--- config.mk ---
export PLATFORM = sky130hd
export DESIGN_NAME = branch_cond_unit_flat
export DESIGN_NICKNAME = d
export VERILOG_FILES = /design/src/rtl/branch_pkg.sv /design/src/rtl/branch_cond_unit_if.sv /design/src/rtl/cmp_flags.sv /design/src/rtl/branch_cond_unit.sv /design/src/flat_wrapper.sv
export SDC_FILE = /design/constraint.sdc
export NUM_CORES = 1
export LEC_CHECK = 0
export ABC_AREA = 1
export BUFFER_PORTS_ARGS = -buffer_cell sky130_fd_sc_hd__buf_2
export CAP_MARGIN = 40
export CELL_PAD_IN_SITES_DETAIL_PLACEMENT = 2
export CELL_PAD_IN_SITES_GLOBAL_PLACEMENT = 2
export CORE_MARGIN = 2
export CORE_UTILIZATION = 29
export CTS_CLUSTER_SIZE = 25
export DETAILED_ROUTE_END_ITERATION = 16
export PLACE_DENSITY = 0.83
export SLEW_MARGIN = 10
export SYNTH_ARGS = -nofsm -noshare
export SYNTH_HDL_FRONTEND = slang
export SYNTH_SLANG_ARGS = --single-unit
--- constraint.sdc ---
create_clock -name clk -period 1.7 [get_ports clk]
set_clock_uncertainty 0.05 [all_clocks]
set_input_delay 0.085 -clock clk [delete_from_list [all_inputs] [get_ports clk]]
set_output_delay 0.085 -clock clk [all_outputs]
set_load 0.05 [all_outputs]
--- src/rtl/branch_pkg.sv ---
// Shared definitions for the branch condition path: condition codes,
// flag bit positions and the query-handshake state encoding.
package branch_pkg;

  localparam int COND_W = 4;
  localparam int FLAGS_W = 4;

  // Condition codes carried on br_cond; 10..15 are reserved.
  localparam logic [COND_W-1:0] COND_EQ  = 4'd0;
  localparam logic [COND_W-1:0] COND_NE  = 4'd1;
  localparam logic [COND_W-1:0] COND_LT  = 4'd2;
  localparam logic [COND_W-1:0] COND_GE  = 4'd3;
  localparam logic [COND_W-1:0] COND_GT  = 4'd4;
  localparam logic [COND_W-1:0] COND_LE  = 4'd5;
  localparam logic [COND_W-1:0] COND_LTU = 4'd6;
  localparam logic [COND_W-1:0] COND_GEU = 4'd7;
  localparam logic [COND_W-1:0] COND_AL  = 4'd8;
  localparam logic [COND_W-1:0] COND_NV  = 4'd9;

  // Bit positions inside the {Z,N,C,V} flags word.
  localparam int FLAG_Z = 3;
  localparam int FLAG_N = 2;
  localparam int FLAG_C = 1;
  localparam int FLAG_V = 0;

  // Query handshake states.
  typedef enum logic [0:0] {
    ST_IDLE = 1'b0,
    ST_RESP = 1'b1
  } br_state_e;

endpackage

--- src/rtl/branch_cond_unit_if.sv ---
// Branch query handshake between the sequencer (master) and the
// branch condition unit (slave).
interface branch_cond_unit_if;
  import branch_pkg::*;

  logic              br_valid;
  logic [COND_W-1:0] br_cond;
  logic              br_ready;
  logic              br_done;
  logic              br_taken;
  logic              br_illegal;

  modport master (
    output br_valid, br_cond,
    input  br_ready, br_done, br_taken, br_illegal
  );

  modport slave (
    input  br_valid, br_cond,
    output br_ready, br_done, br_taken, br_illegal
  );

endinterface

--- src/rtl/cmp_flags.sv ---
// Combinational flag generator for a subtraction op1 - op2 whose
// difference is supplied externally. Produces {Z,N,C,V}, where C is
// the borrow (op1 < op2 unsigned).
module cmp_flags
  import branch_pkg::*;
#(
  parameter int WIDTH = 16
) (
  input  logic [WIDTH-1:0]   op1,
  input  logic [WIDTH-1:0]   op2,
  input  logic [WIDTH-1:0]   diff,
  output logic [FLAGS_W-1:0] flags
);

  // Derive each flag from the operands and the difference.
  always_comb begin
    flags         = 4'b0000;
    flags[FLAG_Z] = (diff == {WIDTH{1'b0}});
    flags[FLAG_N] = diff[WIDTH-1];
    flags[FLAG_C] = (op1 < op2);
    flags[FLAG_V] = (op1[WIDTH-1] != op2[WIDTH-1]) &&
                    (diff[WIDTH-1] != op1[WIDTH-1]);
  end

endmodule

--- src/rtl/branch_cond_unit.sv ---
// Branch condition unit: captures compare operands, folds them with the
// compare unit's registered difference into a flags register one cycle
// later, and resolves conditional-branch queries over a valid/ready
// handshake. Queries stall while a flag update is outstanding.
module branch_cond_unit
  import branch_pkg::*;
#(
  parameter int WIDTH = 16
) (
  input  logic                clk,
  input  logic                rst,
  input  logic                cmp_start,
  input  logic [WIDTH-1:0]    op1,
  input  logic [WIDTH-1:0]    op2,
  input  logic [WIDTH-1:0]    cmp_result,
  branch_cond_unit_if.slave   br,
  output logic [FLAGS_W-1:0]  flags
);

  logic [WIDTH-1:0]   op1_r;
  logic [WIDTH-1:0]   op2_r;
  logic               pending_r;
  logic [FLAGS_W-1:0] flags_r;
  logic [FLAGS_W-1:0] new_flags_s;
  br_state_e          state_r;
  br_state_e          state_nxt_s;
  logic               taken_r;
  logic               illegal_r;
  logic               ready_s;
  logic               accept_s;
  logic               cond_taken_s;
  logic               cond_illegal_s;
  logic               n_xor_v_s;

  cmp_flags #(.WIDTH(WIDTH)) u_cmp_flags (
    .op1   (op1_r),
    .op2   (op2_r),
    .diff  (cmp_result),
    .flags (new_flags_s)
  );

  // Capture stage: hold the operands of the compare issued this cycle.
  always_ff @(posedge clk or negedge rst) begin
    if (!rst) begin
      op1_r     <= {WIDTH{1'b0}};
      op2_r     <= {WIDTH{1'b0}};
      pending_r <= 1'b0;
    end else begin
      pending_r <= cmp_start;
      if (cmp_start) begin
        op1_r <= op1;
        op2_r <= op2;
      end
    end
  end

  // Flags register updates the cycle after a compare was issued.
  always_ff @(posedge clk or negedge rst) begin
    if (!rst) begin
      flags_r <= 4'b0000;
    end else if (pending_r) begin
      flags_r <= new_flags_s;
    end
  end

  // Evaluate the queried condition against the current flags.
  always_comb begin
    cond_taken_s   = 1'b0;
    cond_illegal_s = 1'b0;
    n_xor_v_s      = flags_r[FLAG_N] ^ flags_r[FLAG_V];
    case (br.br_cond)
      COND_EQ:  cond_taken_s = flags_r[FLAG_Z];
      COND_NE:  cond_taken_s = !flags_r[FLAG_Z];
      COND_LT:  cond_taken_s = n_xor_v_s;
      COND_GE:  cond_taken_s = !n_xor_v_s;
      COND_GT:  cond_taken_s = !flags_r[FLAG_Z] && !n_xor_v_s;
      COND_LE:  cond_taken_s = flags_r[FLAG_Z] || n_xor_v_s;
      COND_LTU: cond_taken_s = flags_r[FLAG_C];
      COND_GEU: cond_taken_s = !flags_r[FLAG_C];
      COND_AL:  cond_taken_s = 1'b1;
      COND_NV:  cond_taken_s = 1'b0;
      default:  cond_illegal_s = 1'b1;
    endcase
  end

  // Ready depends only on registered state, never on br_valid/cmp_start.
  assign ready_s  = (state_r == ST_IDLE) && !pending_r;
  assign accept_s = br.br_valid && ready_s;

  // Handshake next-state logic.
  always_comb begin
    state_nxt_s = ST_IDLE;
    case (state_r)
      ST_IDLE: begin
        if (accept_s) begin
          state_nxt_s = ST_RESP;
        end else begin
          state_nxt_s = ST_IDLE;
        end
      end
      ST_RESP: state_nxt_s = ST_IDLE;
      default: state_nxt_s = ST_IDLE;
    endcase
  end

  // Handshake state register.
  always_ff @(posedge clk or negedge rst) begin
    if (!rst) begin
      state_r <= ST_IDLE;
    end else begin
      state_r <= state_nxt_s;
    end
  end

  // Latch the result on accept; it persists until the next accept.
  always_ff @(posedge clk or negedge rst) begin
    if (!rst) begin
      taken_r   <= 1'b0;
      illegal_r <= 1'b0;
    end else if (accept_s) begin
      taken_r   <= cond_taken_s;
      illegal_r <= cond_illegal_s;
    end
  end

  assign br.br_ready   = ready_s;
  assign br.br_done    = (state_r == ST_RESP);
  assign br.br_taken   = taken_r;
  assign br.br_illegal = illegal_r;
  assign flags         = flags_r;

endmodule
--- src/flat_wrapper.sv ---
// flat-port wrapper written by rule: the top's interface ports become plain ports
module branch_cond_unit_flat import branch_pkg::*;
#(
  parameter int WIDTH = 16
)
  (clk, rst, cmp_start, op1, op2, cmp_result, flags, br_br_valid, br_br_cond, br_br_ready, br_br_done, br_br_taken, br_br_illegal);
  branch_cond_unit_if br_i ();
  input  logic clk;
  input  logic rst;
  input  logic cmp_start;
  input  logic [WIDTH-1:0] op1;
  input  logic [WIDTH-1:0] op2;
  input  logic [WIDTH-1:0] cmp_result;
  output logic [FLAGS_W-1:0] flags;
  input wire logic [$bits(br_i.br_valid)-1:0] br_br_valid;
  input wire logic [$bits(br_i.br_cond)-1:0] br_br_cond;
  output wire logic [$bits(br_i.br_ready)-1:0] br_br_ready;
  output wire logic [$bits(br_i.br_done)-1:0] br_br_done;
  output wire logic [$bits(br_i.br_taken)-1:0] br_br_taken;
  output wire logic [$bits(br_i.br_illegal)-1:0] br_br_illegal;
  assign br_i.br_valid = br_br_valid;
  assign br_i.br_cond = br_br_cond;
  assign br_br_ready = br_i.br_ready;
  assign br_br_done = br_i.br_done;
  assign br_br_taken = br_i.br_taken;
  assign br_br_illegal = br_i.br_illegal;
  branch_cond_unit #(.WIDTH(WIDTH)) u_core (.clk(clk), .rst(rst), .cmp_start(cmp_start), .op1(op1), .op2(op2), .cmp_result(cmp_result), .br(br_i), .flags(flags));
endmodule
* Word-level counts from Yosys, hierarchy flattened
Cells that the tools add are included.
** Word-level totals
- Register bits :: 40
- Output and inout bits :: 8
- Logic and storage cells :: 37
** Operators by class
- Order comparisons :: 1
- Equal/unequal tests :: 11
- Multiplexer cells :: 4
- Bitwise logic cells :: 2
- Reduce and logical (&&, ||, !) cells :: 12
** Operator list (number)
- 4-bit by 3-bit equality test with 1-bit output (second input constant) :: 4
- 16-bit zero test :: 1
- 16-bit less-than comparator :: 1
- 10-bit OR reduction :: 1
- 1-bit case mux with 9 select lines :: 1
- 4-bit by 2-bit equality test with 1-bit output (second input constant) :: 2
- 4-bit equality test (second input constant) :: 2
- 4-bit by 1-bit equality test with 1-bit output (second input constant) :: 1
- 1-bit logical AND :: 4
- 1-bit zero test :: 4
- 4-bit zero test :: 1
- 1-bit 2-to-1 mux :: 2
- 1-bit inequality test :: 2
- 1-bit case mux with 2 select lines :: 1
- 1-bit logical OR :: 1
- 1-bit NOT :: 1
- 1-bit XOR :: 1

* Longest topological paths before layout
Gate-level depths: netlist (run 1).
- Depth after elaboration :: 5
- Gate-level depth with buffers :: 11
- Mapped depth without buffers :: 11

* By module
A second synthesis (run 1) with hierarchy kept.
** Unflattened totals
- Cell total of the unflattened synthesis :: 210
- Area total of the unflattened synthesis :: 2107.0 um^2
** By module, submodules not included
- branch_cond_unit :: instances 1, cells an instance 134, area an instance 1651.6 um^2, seq. area each 1001.0 um^2
- cmp_flags :: instances 1, cells an instance 76, area an instance 455.4 um^2, seq. area each 0.0 um^2

* Worst setup path before layout (run 1)
No wires, ideal clock.
- Path type :: flip-flop to flip-flop
- Start :: register u_core.state_r, in the netlist u_core.br.br_done
- End :: register u_core.illegal_r, in the netlist u_core.br.br_illegal
- Arrival time :: 1670 ps
- Slack :: -148 ps
- Stages on the path, launching flop included :: 5
- Buffers on the path :: 0
- Clock period less this slack :: 1848 ps
- Path through :: dfrtp_1 nor2_1 nand2_1 nand2_1 o21ai_0
** On the way
- Longest elaborated chain between the ends :: 3
** RTL lines
- start, declared :: line branch_cond_unit.sv:25 : br_state_e state_r;
- start signal, assigned :: line branch_cond_unit.sv:111 : state_r <= state_nxt_s;
- 1-bit NOT :: line branch_cond_unit.sv:87 : assign ready_s = (state_r == ST_IDLE) && !pending_r;
- 1-bit logical AND :: line branch_cond_unit.sv:87
- net br_br_ready :: line flat_wrapper.sv:17 : output wire logic [$bits(br_i.br_ready)-1:0] br_br_ready;
- 1-bit logical AND :: line branch_cond_unit.sv:88 : assign accept_s = br.br_valid && ready_s;
- end signal, assigned :: line branch_cond_unit.sv:122 : illegal_r <= cond_illegal_s;
- end, declared :: line branch_cond_unit.sv:28 : logic illegal_r;
The timed path passes the listed nets, and every way through them passes these cells.
A chain may end at the register's enable or synchronous reset.

* Final worst setup path (run 1)
- Start :: register u_core.op1_r[15]
- End :: register u_core.flags_r[1], in the netlist u_core.flags[1]
** On the way
- Longest elaborated chain between the ends :: 1
** RTL lines
- start, declared :: line branch_cond_unit.sv:20 : logic [WIDTH-1:0] op1_r;
- start signal, assigned :: line branch_cond_unit.sv:45 : op1_r <= {WIDTH{1'b0}};
- start signal, assigned :: line branch_cond_unit.sv:51 : op1_r <= op1;
- 16-bit less-than comparator :: line cmp_flags.sv:20 : flags[FLAG_C] = (op1 < op2);
- end signal, assigned :: line branch_cond_unit.sv:62 : flags_r <= new_flags_s;
- end, declared :: line branch_cond_unit.sv:23 : logic [FLAGS_W-1:0] flags_r;
Every way passes these cells.

==> results of run 1 <==
==> power breakdown <==
part / internal, mW / switching, mW / total (mW) / leakage, nW
Clock: 0.278 / 0.345 / 0.623 / 0.0400
Combinational: 0.260 / 0.336 / 0.596 / 0.956
Sequential: 1.04 / 0.0518 / 1.10 / 0.483
==> worst min path at each step <==
stage	depth (start not counted)	slack [ns]	start	endpoint
2_1_floorplan	0	-0.26	rst	u_core.br.br_done$_DFF_PN0_
3_3_place_gp	2	0.13	rst	u_core.op1_r[6]$_DFFE_PN0P_
6_report	3	0.01	cmp_result[15]	u_core.flags[2]$_DFFE_PN0P_
4_1_cts	3	0.01	cmp_result[15]	u_core.flags[2]$_DFFE_PN0P_
5_1_grt	3	0.05	cmp_result[15]	u_core.flags[2]$_DFFE_PN0P_
3_5_place_dp	2	0.14	rst	u_core.op1_r[4]$_DFFE_PN0P_
==> placed cells by master, fill, tap and decap left out, types with 5 or more instances in the layout <==
master,count
nor3_1,5
nor2_1,10
inv_1,30
o21ai_0,27
dlygate4sd3_1,34
a21oi_1,7
buf_2,63
dfrtp_1,40
nand2_1,56
clkbuf_8,5
mux2_2,15
ha_1,15
==> state kept, by name (all words and copies together), names as in the netlist <==
name	flops
u_core.br.br_done	1
u_core.br.br_illegal	1
u_core.br.br_taken	1
u_core.flags	4
u_core.op1_r	16
u_core.op2_r	16
u_core.pending_r	1
==> cell type report <==
cell class | instances | area, sq um
fill | 774 | 3900
sequential | 40 | 1000
multi-input combinational | 146 | 878
timing repair buffer | 99 | 683
inverter | 30 | 113
tap | 80 | 100
clock buffer | 5 | 68.8
clock inverter | 2 | 12.5
==> worst register-to-register path, stage by stage (launching register included) <==
cell	delay, ns
dfrtp_1	0.41
ha_1	0.33
nand2_1	0.10
nor4_1	0.29
nand2_1	0.09
nand2_1	0.07
nand2_1	0.04
==> routing by layer <==
layer / wire [um] / global-route usage (%)
met1: 2180 / 17.4
met2: 3220 / 33.0
met3: 295 / 3.32
met4: 78 / 5.87
met5: 0 / 0
==> cells by family (layout without fill, tap and decap cells) <==
logic type                 count (synthesis)  after routing  synth area share, %
AOI/OAI and AO/OA                         36             36                 9.19
xor gates and xnor gates                   1              1                0.808
adders and majority gates                 15             15                 9.32
buffers and inverters                     35            136                 6.83
DFF                                       40             40                 49.7
muxes                                     15             15                 8.38
and+or+nand+nor                           79             79                 15.8
==> timing repair <==
action                    4_1_cts  5_1_grt
buffers inserted                0        0
hold endpoints to repair       73        0
hold buffers                   34        0
==> through the flow <==
step                hold WS, ns  power [mW]
global route             0.0506        2.46
finish                   0.0108        2.32
global placement          0.134        1.61
CTS                      0.0118        2.35
detailed placement        0.144        1.66
floorplan                -0.261        1.44
==> impl_metrics.toml, run 1 <==
[synth]
syn_nets = 292
yosysTopAreaCellShare_pct = 49.7
syn_area_per_cell_sq_um = 9.12
synth.most_common_cell = "nand2_1"
yosysWarnings = 0
ys_seq_elements = 40
yosysTopAreaCell = "dfrtp_1"
syn-instance-count = 221
synthArstFlopShare_pct = 100
ys_seq_area_share_pct = 49.7
synth_edf_count = 0
synth_area_leaders = "dfrtp_1, nand2_1, ha_1"
ys.flop_type = "dfrtp_1"
yosysUniqueCellTypes = 18
synth_commonest_cells = "nand2_1, dfrtp_1, inv_1"
synth_area_sq_um = 2010

[setup_path]
worst-path-stages = 6
critPathMaxFanout = 4
arrival_ns = 1.62
critPathCapture = "u_core.flags[1]$_DFFE_PN0P_"
reg2reg_depth = 6
rr_endpoint = "u_core.flags[1]$_DFFE_PN0P_"
cp-end-kind = "flop"
crit_required_ns = 1.84
r2r_start = "u_core.op1_r[15]$_DFFE_PN0P_"
slowest_delay_ns = 0.41
crit_path_top_delay_cell = "dfrtp_1"
crit_chain = "ha_1, nand2_1, nor4_1, nand2_1, nand2_1, nand2_1"
crit_path_frequent_cell = "nand2_1"
startpoint = "u_core.op1_r[15]$_DFFE_PN0P_"
cp-start-kind = "flop"
rrSetupSlack_ns = 0.22
crit_buf_inv = 0
cp_top_family = "simple AND/OR/NAND/NOR gates"
critical_path_class = "flop to flop"

[grt]
grtUsageTotal_pct = 16.8
antenna_found_initial = 0
grt_max_degree = 41
grt_first_pass_wirelength_mm = 9.88
grt_pass1_vias = 2168
overflow = 0

[floorplanning]
ios = 64
core_sq_um = 6760
initial_core_util_pct = 29.8
rows = 30
die_area_sq_um = 7630
die_w_um = 87.3
die_height_um = 87.3

[final_layout]
final_cells = 402
drive_above_1_share_pct = 27.6
syn2layout_area_growth_pct = 41.8
fin_util_pct = 42.3
antenna_cells = 0
fin_area_sq_um = 2860
fin_nets = 393

[cts]
h-tree-depth = 2
cts_resized = 0
cts.sinks = 40
clock_latency_ns = 0.30
cts_max_path_buffers = 2
path_clk_slew_ns = 0.08
clockRootBuffer = "clkbuf_8"
cts_tree = "yes"
cts_buffers = 5

[placed_design]
gp_congestion = 0.762
io_buffers = 63
place_ws_ns = 0.245
placed_cells = 361
place_area_sq_um = 2430
dp_hpwl_mm = 4.15

[routing]
vias_per_cell = 4.71
finalWirelength_mm = 5.77
ant_nets = 0
wl_per_cell_um = 14.4
via_count = 1893
dr.first_iter.drc_count = 69
drc = 0
drt_pass1_iterations = 4

[timing]
hold_viol = 0
rsz0062_at_grt = "false"
fin_crit_ns = 1.48
clock.fmax_mhz = 678
finalSetupViolCount = 0
setup_ws_ns = 0.225
fin_tns_setup_ns = 0
relSlewSlack_pct = 65.1
worst_slew_pin_slew_ns = 0.523
slew_violations = 0
finalCritPeriodShare_pct = 86.8

[power_and_ir_drop]
vdd_drop_max_uv = 438
power_density_nw_per_um2 = 810
leakage_nw = 1.48

[job]
max-cap-violations = 0

[min_path]
hp-class = "primary input to flop"

[outcome]
status = "finished clean"
(Power assumes the default switching activity.)
==> run 2: changes to the inputs <==
CORE_UTILIZATION = 31   (was 29)
PLACE_DENSITY = 0.85   (was 0.83)
REMOVE_ABC_BUFFERS = 1   (was not set)
SYNTH_HIERARCHICAL = 1   (was not set)
==> impl_metrics.toml, run 2 <==
[power_and_ir_drop]
clockPowerShare_pct = 27.7
power_density_nw_per_um2 = 838
seq_power_share_pct = 45.2
leakage_nw = 1.49
power.internal_mw = 1.68
p_switching_mw = 0.790
switching_share_pct = 32.0
p_comb_share_pct = 27.1
vdd_drop_max_uv = 441
power_mw = 2.47

[synth]
ys_seq_area_share_pct = 47.5
syn_area_per_cell_sq_um = 10.0
syn-instance-count = 210
synthArstFlopShare_pct = 100
synth_commonest_cells = "dfrtp_1, nand2_1, inv_1, mux2_2, ha_1"
ys.flop_type = "dfrtp_1"
yosysTopAreaCell = "dfrtp_1"
yosysTopAreaCellShare_pct = 47.5
synth_edf_count = 0
yosysUniqueCellTypes = 23
synth_area_leaders = "dfrtp_1, mux2_2, ha_1"
synth_area_sq_um = 2110
ys_seq_elements = 40
yosysWarnings = 6

[final_layout]
antenna_cells = 0
syn2layout_area_growth_pct = 40.1
fin_util_pct = 44.2
fin_nets = 379
final_cell_mix = "buf_2, nand2_1, dfrtp_1"
layout_commonest_cell = "buf_2"
drive_above_1_share_pct = 37.2

[setup_path]
cp_top_family = "flip-flops"
crit_chain = "ha_1, a21oi_1, nor2_1, nor3_2, nand2_1, a21oi_2, nand2_1, o21ai_1"
crit_required_ns = 1.87
crit_path_top_delay_cell = "dfrtp_1"
critPathMaxFanout = 2
crit_path_frequent_cell = "nand2_1"
cp-end-kind = "flop"
slowest_delay_ns = 0.39
cp-start-kind = "flop"
crit_buf_inv = 0
critical_path_class = "flop to flop"
arrival_ns = 1.71

[grt]
grtUsageTotal_pct = 19.2
grt_max_degree = 34
antenna_found_initial = 0
grt_first_pass_wirelength_mm = 10.9
grt_pass1_vias = 2190
overflow = 0

[timing]
hold_viol = 0
clock.fmax_mhz = 651
slew_violations = 0
relSlewSlack_pct = 61.4
fin_crit_ns = 1.54
whs_ns = 0.0215
finalSetupViolCount = 0
worst_slew_pin_slew_ns = 0.579
finalCritPeriodShare_pct = 90.3

[routing]
via_count = 1816
vias_per_cell = 4.67
finalWirelength_mm = 6.53
drc = 0
wl_per_cell_um = 16.8
ant_nets = 0
drt_pass1_iterations = 3
dr.first_iter.drc_count = 36

[job]
max-cap-violations = 0

[floorplanning]
initial_core_util_pct = 31.5
die_w_um = 86.4
ios = 64
die_area_sq_um = 7470
core_sq_um = 6680
rows = 30
die_height_um = 86.4

[placed_design]
gp_congestion = 0.704
dp_hpwl_mm = 4.27
io_buffers = 63

[cts]
path_clk_slew_ns = 0.08
cts_max_path_buffers = 2
clock_latency_ns = 0.30
cts.sinks = 40
cts_tree = "yes"
clockRootBuffer = "clkbuf_8"
h-tree-depth = 2
cts_buffers = 5

[min_path]
hp-class = "primary input to flop"

[outcome]
status = "finished clean"
==> run 2: worst paths after layout <==
check                      slack (ns)                           start  depth (start not counted)                              to
max in group asynchronous        0.65                             rst                          3     u_core/op1_r[7]$_DFFE_PN0P_
setup / recovery                 0.16     u_core/op1_r[5]$_DFFE_PN0P_                          8     u_core/flags[1]$_DFFE_PN0P_
hold / removal                   0.02                  cmp_result[15]                          3     u_core/flags[2]$_DFFE_PN0P_
min in group asynchronous        0.27                             rst                          2    u_core/op1_r[12]$_DFFE_PN0P_
hold reg to reg                  0.44  u_core/br.br_taken$_DFFE_PN0P_                          2  u_core/br.br_taken$_DFFE_PN0P_
setup reg to reg                 0.16     u_core/op1_r[5]$_DFFE_PN0P_                          8     u_core/flags[1]$_DFFE_PN0P_
==> run 2: layout make-up <==
cell class | count | area (sq um)
inverters | 31 | 116
clock buffers | 8 | 90.1
fillers | 722 | 3730
multi-input cells | 133 | 983
flip-flops and latches | 40 | 1000
repair buffers | 97 | 661
well taps | 80 | 100
==> run 2: timing repair <==
action                                  in CTS  in global routing
hold endpoints to repair                    53                  0
setup buffers                                0                  1
hold buffers                                31                  0
endpoints found under the setup margin       0                  1
gates resized for setup                      0                  9
==> run 2: per-layer routing <==
| metal | vias up | wire length (um) | global-route usage (%) |
|---|---|---|---|
| met3 | 7 | 216 | 3.43 |
| met1 | 900 | 2520 | 21.1 |
| li1 | 872 | - | - |
| met2 | 37 | 3720 | 37.9 |
| met5 | - | 0 | 0 |
| met4 | 0 | 69 | 4.40 |
==> run 2: power by group through the flow <==
stage                     registers, mW  logic (mW)  clock network (mW)
after detailed placement           1.13       0.564                   0
after CTS                          1.11       0.628               0.695
after global routing               1.14       0.744               0.756
final                              1.12       0.671               0.684
after global placement             1.12       0.523                   0
after floorplan                    1.19       0.273                   0
==> run 2: per-stage QoR <==
| stage | area [sq um] | setup TNS [ns] | worst slack, ns | instances |
|---|---|---|---|---|
| floorplan | 2060 | 0 | 0.111 | 204 |
| global placement | 2500 | 0 | 0.221 | 349 |
| detailed placement | 2500 | 0 | 0.155 | 349 |
| CTS | 2900 | 0 | 0.118 | 388 |
| global route | 2950 | -0.00197 | -0.00197 | 389 |
| finish | 2950 | 0 | 0.164 | 389 |
==> run 2: tightest hold or removal path: stages <==
cell     delay, ns
buf_2         0.11
nand2_1       0.06
o21ai_0       0.07
==> run 2: cells by family after synthesis <==
kind of cell / after synthesis / share of synthesized area, %
simple gates: 71 / 14.8
flops: 40 / 47.5
buf+inv: 37 / 7.96
mux: 32 / 17.1
fa+ha+maj: 15 / 8.91
compound gates: 14 / 3.33
xor+xnor: 1 / 0.416
==> run 3: changes to the inputs <==
ABC_AREA = not set   (was 1)
CORE_UTILIZATION = 32   (was 31)
PLACE_DENSITY = 0.84   (was 0.85)
==> impl_metrics.toml, run 3 <==
[timing]
finalCritPeriodShare_pct = 104
whs_ns = 0.0176
relSlewSlack_pct = 65.1
worst_slew_pin_slew_ns = 0.524
finalSetupViolCount = 1
slew_violations = 0
hold_viol = 0
fin_crit_ns = 1.77
clock.fmax_mhz = 564
rsz0062_at_grt = "true"
setup_ws_ns = -0.0716

[grt]
grt_pass1_vias = 2006
grt_first_pass_wirelength_mm = 9.92
overflow = 0
grt_max_degree = 41
antenna_found_initial = 1
grtUsageTotal_pct = 18.6

[final_layout]
fin_nets = 338
multiInputGateArea_sq_um = 987
nFillCells = 616
final_cell_mix = "buf_2, dfrtp_1, mux2_2"
final_cells = 344
layout_commonest_cell = "buf_2"
syn2layout_area_growth_pct = 45.8
fin_util_pct = 48.9
final-seq-area_sq_um = 1000
drive_above_1_share_pct = 45.9

[routing]
drc = 0
drt_pass1_iterations = 4
finalWirelength_mm = 6.22
wl_per_cell_um = 18.1
vias_per_cell = 4.87
dr.first_iter.drc_count = 46
via_count = 1675
ant_nets = 0

[placed_design]
io_buffers = 63
dp_hpwl_mm = 3.88
gp_congestion = 0.680
place_ws_ns = -0.148
placed_cells = 302

[min_path]
hp-class = "primary input to flop"
hold_path_depth = 2
min-delay-start = "op2[0]"
holdPathEnd = "u_core/op2_r[0]$_DFFE_PN0P_"

[floorplanning]
ios = 64
die_height_um = 83.5
core_sq_um = 6030
rows = 28
die_w_um = 83.5
initial_core_util_pct = 33.6
die_area_sq_um = 6970

[power_and_ir_drop]
power_density_nw_per_um2 = 893
vdd_drop_max_uv = 430
leakage_nw = 1.43

[setup_path]
reg2reg_depth = 7
crit_chain = "inv_1, ha_1, o21a_1, nor2_2, o311ai_2, a21oi_2, mux2_4"
critPathMaxFanout = 2
slowest_delay_ns = 0.37
critical_path_class = "flop to flop"
crit_path_top_delay_cell = "dfrtp_1"
crit_required_ns = 1.83
r2r_start = "u_core/op2_r[3]$_DFFE_PN0P_"
cp_top_family = "compound AO/OA/AOI/OAI gates"
cp-end-kind = "flop"
crit_buf_inv = 1
rr_endpoint = "u_core/flags[1]$_DFFE_PN0P_"
rrSetupSlack_ns = -0.07
arrival_ns = 1.91
cp-start-kind = "flop"

[synth]
ys_seq_area_share_pct = 49.5
synth.most_common_cell = "dfrtp_1"
synth_commonest_cells = "dfrtp_1, mux2_2, inv_1"
ys.flop_type = "dfrtp_1"
synth_area_sq_um = 2020
synthArstFlopShare_pct = 100
syn_area_per_cell_sq_um = 12.3
ys_seq_elements = 40
synth_edf_count = 0
synth_area_leaders = "dfrtp_1, mux2_2, ha_1"
yosysUniqueCellTypes = 33
syn-instance-count = 165
yosysTopAreaCellShare_pct = 49.5
yosysWarnings = 6
yosysTopAreaCell = "dfrtp_1"

[cts]
cts_tree = "yes"
clock_latency_ns = 0.30
clockRootBuffer = "clkbuf_8"
h-tree-depth = 2
cts_max_path_buffers = 2
path_clk_slew_ns = 0.09
cts_buffers = 5
cts.sinks = 40

[job]
max-cap-violations = 0

[outcome]
failed_checks = "negative setup slack"
status = "finished, violations left"
[run 3: worst register-to-register path, stage by stage, from the launching register on]
cell	delay, ns
dfrtp_1	0.37
inv_1	0.05
ha_1	0.28
o21a_1	0.14
nor2_2	0.05
o311ai_2	0.35
a21oi_2	0.11
mux2_4	0.26
[run 3: report_power, final]
part           internal [mW]  switching (mW)  total, mW
combinational          0.338           0.366      0.704
sequential              1.05          0.0764       1.13
clock                  0.442           0.358      0.800
[run 3: what timing repair did]
| item | 4_1_cts | 5_1_grt |
|---|---|---|
| gates cloned | 0 | 0 |
| hold endpoints to repair | 71 | 0 |
| buffers inserted | 1 | 0 |
| pin swaps | 4 | 7 |
| hold buffers | 32 | 0 |
| setup endpoints to repair | 1 | 1 |
| resized for setup | 5 | 11 |
[run 3: worst max-delay path by stage]
stage,cells after the start,startpoint,endpoint
after detailed placement,5,u_core/op1_r[1]$_DFFE_PN0P_,u_core/flags[1]$_DFFE_PN0P_
after global routing,7,u_core/op2_r[2]$_DFFE_PN0P_,u_core/flags[1]$_DFFE_PN0P_
after floorplan,3,u_core/br.br_done$_DFF_PN0_,u_core/br.br_taken$_DFFE_PN0P_
after global placement,6,u_core/op1_r[13]$_DFFE_PN0P_,u_core/flags[1]$_DFFE_PN0P_
after CTS,7,u_core/op2_r[13]$_DFFE_PN0P_,u_core/flags[1]$_DFFE_PN0P_
final,7,u_core/op2_r[3]$_DFFE_PN0P_,u_core/flags[1]$_DFFE_PN0P_
[run 3: cell families (layout without fill, tap and decap cells)]
family,Yosys count,count (layout),synth area share (%)
AOI/OAI and AO/OA,20,20,7.73
xor gates and xnor gates,2,2,1.24
adders and majority gates,15,15,9.28
buffers and inverters,25,128,5.01
DFF,40,40,49.5
muxes,37,37,20.5
other,0,1,0
and+or+nand+nor,26,26,6.74
[run 3: final cells by class]
type	instances	share of cell area (%)
Multi-Input combinational cell	100	33.5
Timing Repair Buffer	100	22.8
Sequential cell	40	33.9
Inverter	20	2.55
Tap cell	75	3.18
Antenna cell	1	0.0849
Clock inverter	3	1.61
Clock buffer	5	2.33
[run 3: metal layers]
layer / vias to the layer above / track usage (%) / routed length (um)
li1: 785 / - / -
met1: 841 / 18.6 / 2210
met2: 39 / 35.4 / 3630
met3: 10 / 4.06 / 175
met4: 0 / 9.97 / 212
met5: - / 0 / 0
[run 3: stage by stage]
stage / setup TNS, ns / cell area, sq um / power [mW]
floorplan: -0.553 / 2000 / 1.48
global placement: -0.0180 / 2440 / 1.67
detailed placement: -0.148 / 2440 / 1.71
CTS: -0.0374 / 2900 / 2.60
global route: -0.162 / 2950 / 2.79
finish: -0.0716 / 2950 / 2.63
